--- src/rtl/udp_vlg_tx.sv ---
`timescale 1ns/1ps
// udp_vlg_tx -- UDP transmit framer.
//
// Takes one datagram request (source/destination port, payload length) and a
// byte-wide payload stream. It emits the 8-byte UDP header followed by the
// payload as one framed byte stream. All header fields are big-endian. The
// checksum is sent as 0x0000, which means "not computed".
//
// Ports:
//   clk, rst_n           clock, asynchronous active-low reset
//   meta_val             one-cycle request, sampled only while busy=0
//   meta_src_port        UDP source port
//   meta_dst_port        UDP destination port
//   meta_pld_len         payload length in bytes
//   busy                 high from request accept until the frame is finished
//   pld_dat/val/eof/rdy  payload input stream (valid/ready handshake)
//   out_dat/val/sof/eof  framed output stream, registered
//   out_rdy              downstream accept
//   udp_len              latched payload length + 8, valid while busy
//   err_len              one-cycle pulse on a length error (MTU reject,
//                        short source or long source)
module udp_vlg_tx #(
  parameter int unsigned MTU = 1472
) (
  input  logic        clk,
  input  logic        rst_n,
  input  logic        meta_val,
  input  logic [15:0] meta_src_port,
  input  logic [15:0] meta_dst_port,
  input  logic [15:0] meta_pld_len,
  output logic        busy,
  input  logic [7:0]  pld_dat,
  input  logic        pld_val,
  input  logic        pld_eof,
  output logic        pld_rdy,
  output logic [7:0]  out_dat,
  output logic        out_val,
  output logic        out_sof,
  output logic        out_eof,
  input  logic        out_rdy,
  output logic [15:0] udp_len,
  output logic        err_len
);

  // Keeps the 16-bit udp_len add (payload + 8) from overflowing.
  if (MTU > 65527) begin : g_mtu_chk
    $error("udp_vlg_tx: MTU must not exceed 65527");
  end

  localparam logic [15:0] MTU_W = 16'(MTU);

  typedef enum logic [1:0] {IDLE, HDR, PLD, DRAIN} state_t;

  state_t      state_q, state_d;
  logic [15:0] src_q, src_d;
  logic [15:0] dst_q, dst_d;
  logic [15:0] pld_len_q, pld_len_d;
  logic [15:0] udp_len_q, udp_len_d;
  logic [2:0]  hcnt_q, hcnt_d;
  logic [15:0] pcnt_q, pcnt_d;
  // The byte marked out_eof is already in the output register. The frame is
  // waiting for that byte to transfer.
  logic        last_q, last_d;
  // DRAIN has consumed the source's pld_eof byte. It may still be waiting for
  // the out_eof byte to transfer.
  logic        drain_done_q, drain_done_d;
  logic        busy_q, busy_d;
  logic        err_q, err_d;
  logic [7:0]  out_dat_q, out_dat_d;
  logic        out_val_q, out_val_d;
  logic        out_sof_q, out_sof_d;
  logic        out_eof_q, out_eof_d;

  logic        ld;        // the output register can take a new byte
  logic        xfer_last; // the out_eof byte transfers this cycle
  logic [15:0] pcnt_inc;
  logic [7:0]  hdr_byte;
  logic        drain_acc;

  assign ld        = !out_val_q || out_rdy;
  assign xfer_last = out_val_q && out_rdy && out_eof_q;
  assign pcnt_inc  = pcnt_q + 16'd1;
  assign drain_acc = pld_val && !drain_done_q;

  always_comb begin
    hdr_byte = 8'h00;
    case (hcnt_q)
      3'd0:    hdr_byte = src_q[15:8];
      3'd1:    hdr_byte = src_q[7:0];
      3'd2:    hdr_byte = dst_q[15:8];
      3'd3:    hdr_byte = dst_q[7:0];
      3'd4:    hdr_byte = udp_len_q[15:8];
      3'd5:    hdr_byte = udp_len_q[7:0];
      default: hdr_byte = 8'h00; // checksum: not computed
    endcase
  end

  always_comb begin
    state_d      = state_q;
    src_d        = src_q;
    dst_d        = dst_q;
    pld_len_d    = pld_len_q;
    udp_len_d    = udp_len_q;
    hcnt_d       = hcnt_q;
    pcnt_d       = pcnt_q;
    last_d       = last_q;
    drain_done_d = drain_done_q;
    busy_d       = busy_q;
    err_d        = 1'b0;
    out_dat_d    = out_dat_q;
    out_val_d    = out_val_q;
    out_sof_d    = out_sof_q;
    out_eof_d    = out_eof_q;
    pld_rdy      = 1'b0;

    // Empty the output register once its byte has been taken. A load below
    // overrides this.
    if (ld) begin
      out_val_d = 1'b0;
      out_sof_d = 1'b0;
      out_eof_d = 1'b0;
    end

    case (state_q)
      IDLE: begin
        if (meta_val) begin
          if (meta_pld_len <= MTU_W) begin
            src_d        = meta_src_port;
            dst_d        = meta_dst_port;
            pld_len_d    = meta_pld_len;
            udp_len_d    = meta_pld_len + 16'd8;
            hcnt_d       = 3'd0;
            pcnt_d       = 16'd0;
            last_d       = 1'b0;
            drain_done_d = 1'b0;
            busy_d       = 1'b1;
            state_d      = HDR;
          end else begin
            err_d = 1'b1;
          end
        end
      end

      HDR: begin
        if (last_q) begin
          // This path is taken only for a zero-length payload.
          if (xfer_last) begin
            last_d  = 1'b0;
            busy_d  = 1'b0;
            state_d = IDLE;
          end
        end else if (ld) begin
          out_val_d = 1'b1;
          out_dat_d = hdr_byte;
          out_sof_d = (hcnt_q == 3'd0);
          hcnt_d    = hcnt_q + 3'd1;
          if (hcnt_q == 3'd7) begin
            if (pld_len_q == 16'd0) begin
              out_eof_d = 1'b1;
              last_d    = 1'b1;
            end else begin
              state_d = PLD;
            end
          end
        end
      end

      PLD: begin
        if (last_q) begin
          if (xfer_last) begin
            last_d  = 1'b0;
            busy_d  = 1'b0;
            state_d = IDLE;
          end
        end else begin
          pld_rdy = ld;
          if (pld_val && ld) begin
            out_val_d = 1'b1;
            out_dat_d = pld_dat;
            pcnt_d    = pcnt_inc;
            if (pcnt_inc == pld_len_q) begin
              out_eof_d = 1'b1;
              if (pld_eof) begin
                last_d = 1'b1;
              end else begin
                // Long source: the rest of its bytes are dropped in DRAIN.
                err_d   = 1'b1;
                state_d = DRAIN;
              end
            end else if (pld_eof) begin
              // Short source: end the frame early. No padding is added.
              out_eof_d = 1'b1;
              err_d     = 1'b1;
              last_d    = 1'b1;
            end
          end
        end
      end

      DRAIN: begin
        pld_rdy = !drain_done_q;
        if (drain_acc && pld_eof) begin
          drain_done_d = 1'b1;
        end
        // Finish only when the source has ended and the out_eof byte is gone
        // (or is leaving this cycle).
        if ((drain_done_q || (drain_acc && pld_eof)) && ld) begin
          drain_done_d = 1'b0;
          busy_d       = 1'b0;
          state_d      = IDLE;
        end
      end

      default: state_d = IDLE;
    endcase
  end

  always_ff @(posedge clk or negedge rst_n) begin
    if (!rst_n) begin
      state_q      <= IDLE;
      src_q        <= 16'd0;
      dst_q        <= 16'd0;
      pld_len_q    <= 16'd0;
      udp_len_q    <= 16'd0;
      hcnt_q       <= 3'd0;
      pcnt_q       <= 16'd0;
      last_q       <= 1'b0;
      drain_done_q <= 1'b0;
      busy_q       <= 1'b0;
      err_q        <= 1'b0;
      out_dat_q    <= 8'd0;
      out_val_q    <= 1'b0;
      out_sof_q    <= 1'b0;
      out_eof_q    <= 1'b0;
    end else begin
      state_q      <= state_d;
      src_q        <= src_d;
      dst_q        <= dst_d;
      pld_len_q    <= pld_len_d;
      udp_len_q    <= udp_len_d;
      hcnt_q       <= hcnt_d;
      pcnt_q       <= pcnt_d;
      last_q       <= last_d;
      drain_done_q <= drain_done_d;
      busy_q       <= busy_d;
      err_q        <= err_d;
      out_dat_q    <= out_dat_d;
      out_val_q    <= out_val_d;
      out_sof_q    <= out_sof_d;
      out_eof_q    <= out_eof_d;
    end
  end

  assign busy    = busy_q;
  assign err_len = err_q;
  assign out_dat = out_dat_q;
  assign out_val = out_val_q;
  assign out_sof = out_sof_q;
  assign out_eof = out_eof_q;
  assign udp_len = udp_len_q;

endmodule

--- config.mk ---
export PLATFORM = sky130hd
export DESIGN_NAME = udp_vlg_tx
export DESIGN_NICKNAME = d
export VERILOG_FILES = /design/src/rtl/udp_vlg_tx.sv
export SDC_FILE = /design/constraint.sdc
export NUM_CORES = 1
export LEC_CHECK = 0
export ABC_AREA = 1
export BUFFER_PORTS_ARGS = -buffer_cell sky130_fd_sc_hd__buf_2
export CAP_MARGIN = 30
export CORE_MARGIN = 2
export CORE_UTILIZATION = 50
export CTS_CLUSTER_SIZE = 30
export DETAILED_ROUTE_END_ITERATION = 12
export GPL_ROUTABILITY_DRIVEN = 0
export PLACE_DENSITY = 0.72
export SLEW_MARGIN = 20
export SYNTH_ARGS = -nofsm -noshare
export SYNTH_HDL_FRONTEND = slang
export SYNTH_SLANG_ARGS = --single-unit
--- constraint.sdc ---
create_clock -name clk -period 1.9 [get_ports clk]
set_input_delay 0.19 -clock clk [delete_from_list [all_inputs] [get_ports clk]]
set_output_delay 0.19 -clock clk [all_outputs]
set_load 0.01 [all_outputs]
==> qor.yml <==
layout:
  fin_area_um2: 7020
  num-fill-cells: 818
  stdcell_count: 999
  layout.nets: 932
  drive_gt1_frac: 0.285
  fin_util: 0.680
  diodes: 0
  area_growth_pct: 32.3
place:
  port_buffers: 91
  dp_hpwl_mm: 10.9
  placed_area_um2: 6200
  dp_worst_setup_slack_ns: -0.184
  dp.cells: 950
sta:
  worst_slack_ns: -0.159
  rsz0062_at_grt: "true"
  worst_pin_slew_ns: 0.523
  period_minus_slack_ns: 2.06
  fin_crit_sh: 1.08
  finalSetupViolCount: 4
  max_freq_mhz: 486
  hold_violations: 0
  finalSetupTns_ns: -0.501
  skew_ns: 0.0181
  slew_viol_final: 0
  max_slew_margin: 0.642
synthesis:
  netlist_top_cells_area: "dfrtp_1 46%, nand2_1 17%, o21ai_0 6.0%"
  synth-async-reset-ratio: 1.00
  synth_seq_cells: 97
  ys.flop_type: "dfrtp_1"
  yosys_warnings: 0
  synth-edff-count: 0
  synth_area_per_cell_um2: 7.57
  synthCells: 701
  synthesis.area_um2: 5310
  synth_seq_area_share: 0.457
  synth.distinct_cells: 35
  synth_top_area_cell: "dfrtp_1"
  synth_top_area_frac: 0.457
  synth_nets: 775
pwr:
  netSwitchingPower_w: 0.00327
  seqPwrFrac: 0.354
  power_frac_clock: 0.191
  internal-power_w: 0.00493
  peakVddDrop_uv: 618
  power.density_nw_per_um2: 1170
  power_frac_comb: 0.454
  p_leak_nw: 3.61
  power_switching_share: 0.399
clock_tree:
  clock_sinks: 97
  tritoncts: "built"
  clk_latency_ns: 0.38
  ctsHtreeMaxLevel: 3
  cts_buffers: 9
  ctsRootBufferMaster: "clkbuf_8"
  clk_path_buf_depth: 2
  clkTransAtPathRegs_ns: 0.10
run_status:
  violations: "negative setup slack"
  status: "finished with violations"
route:
  vias_per_cell: 5.46
  wl_mm: 15.6
  vias: 5452
  post_drt_wl_per_cell_um: 15.6
  drtAntennaViolNets: 0
  drc: 0
  first_pass_iters: 5
  initialDrtViolationCount: 402
grt:
  antenna_found_initial: 0
  first_global_vias: 5243
  grt_max_degree: 74
  grt_pass1_wl_mm: 24.6
  overflow: 0
  grt_util_all_layers: 0.276
die:
  die_h_um: 107
  dieArea_um2: 11500
  rows: 37
  die_x_um: 107
  start_util: 0.514
  core_um2: 10300
  io_pins: 92
worst_setup_path:
  crit_end: "out_eof"
  setup.worst_path.class: "reg -> reg"
  required_ns: 2.21
  worstReg2RegStart: "pcnt_q[1]"
  r2r_cells: 13
  worstPathArrival_ns: 2.37
  rrSetupSlack_ns: -0.16
  worstSetupStartpoint: "pcnt_q[1]"
  cp_max_fo: 6
  worstSetupStartpointType: "register"
  end_kind: "register"
  r2r_end: "out_eof"
run:
  max_cap_violations: 0
hold_path:
  min_path_type: "in -> reg"
==> worst max-delay path: stages, from the launching register on <==
cell      delay, ns
dfrtp_2        0.42
ha_4           0.18
nand2_4        0.09
nor2_4         0.21
nand3_2        0.11
nand2_2        0.09
nand2_1        0.07
nand2_1        0.07
nand2_1        0.06
nor2_2         0.12
nand3_2        0.11
o21bai_1       0.20
nand2_1        0.12
a21boi_2       0.16
==> sequential cells by signal, indices dropped and copies added, names as in the netlist, named ones only <==
register,flops
last_q,1
err_len,1
state_q,2
dst_q,16
hcnt_q,3
pld_len_q,16
out_dat,8
out_eof,1
busy,1
drain_done_q,1
src_q,16
out_val,1
udp_len,13
pcnt_q,16
==> logic make-up (layout without fill, tap and decap cells) <==
logic type               count (synthesis)  after routing  share of synthesized area
XOR/XNOR                                12             12                     0.0224
AND/OR/NAND/NOR                        360            360                      0.288
adder cells (fa/ha/maj)                 12             12                     0.0283
flip-flops                              97             97                      0.457
multiplexers                             1              1                    0.00212
buffers and inverters                  113            275                     0.0870
AO/OA/AOI/OAI                          106            106                      0.115
==> per-stage QoR <==
step	hold slack (ns)	total power [W]
finish	0.0108	0.00820
global route	0.00815	0.00869
CTS	0.00118	0.00778
detailed placement	0.126	0.00606
global placement	0.123	0.00597
floorplan	-0.106	0.00471
==> cells in the mapped netlist, types with 2 or more instances <==
cell type / n
nand3_1: 51
o211ai_1: 6
nor2_2: 3
ha_1: 12
a221oi_1: 8
xnor2_1: 3
o21ai_0: 64
nor2_4: 3
nand4_1: 18
buf_4: 3
nand2_2: 5
nor2_1: 34
buf_1: 2
nand2_1: 234
clkinv_1: 2
xor2_1: 8
nor4_1: 4
clkbuf_1: 12
o22ai_1: 5
a21oi_1: 15
o21bai_1: 3
buf_2: 7
nor3_1: 7
inv_1: 85
dfrtp_1: 97
==> repair_timing <==
| item | in CTS | in global routing |
|---|---|---|
| cloned | 0 | 1 |
| setup endpoints to repair | 11 | 30 |
| endpoints found under the hold margin | 41 | 0 |
| buffers inserted | 2 | 12 |
| pin swaps | 6 | 32 |
| resized for setup | 26 | 64 |
| hold buffers | 18 | 0 |
==> cells in the final DEF (no fill, tap or decap), types with 17 or more instances in the layout <==
master / synthesis / layout
nand2_1: 234 / 218
nor2_1: 34 / 24
inv_1: 85 / 77
buf_4: 3 / 57
nand2_2: 5 / 17
dlygate4sd3_1: 0 / 18
nand4_1: 18 / 18
o21ai_0: 64 / 56
buf_2: 7 / 90
nand3_1: 51 / 44
dfrtp_1: 97 / 93
==> per-layer routing <==
layer  GRT usage  vias to the layer above  share of wire
li1            -                     2581              -
met4       0.131                        0          0.034
met5           0                        -              0
met1       0.362                     2582           0.42
met3      0.0462                       43          0.068
met2       0.447                      246           0.48
==> worst min-delay path by stage <==
stage | start | end | cells past startpoint
6_report | meta_src_port[11] | src_q[11] | 3
5_1_grt | meta_dst_port[2] | dst_q[2] | 3
4_1_cts | meta_src_port[11] | src_q[11] | 3
3_5_place_dp | rst_n | pcnt_q[15] | 1
3_3_place_gp | rst_n | pcnt_q[15] | 1
2_1_floorplan | rst_n | asynchronous set/reset pin | 0
==> power by group through the flow <==
stage	Combinational [W]	Sequential (W)	Clock [W]
final	0.00373	0.00290	0.00157
after global routing	0.00408	0.00295	0.00167
after CTS	0.00332	0.00289	0.00158
after detailed placement	0.00315	0.00291	0
after global placement	0.00308	0.00289	0
after floorplan	0.00182	0.00289	0
==> cell type report <==
| type | instances | area, µm² | area share |
|---|---|---|---|
| clock buffers | 11 | 141 | 0.0201 |
| clock inverters | 5 | 86.3 | 0.0123 |
| inverters | 87 | 330 | 0.0470 |
| multi-input cells | 491 | 2680 | 0.382 |
| flip-flops and latches | 97 | 2430 | 0.346 |
| well taps | 136 | 170 | 0.0242 |
| repair buffers | 172 | 1180 | 0.168 |
Note: power is estimated with default switching activity, not from simulation.
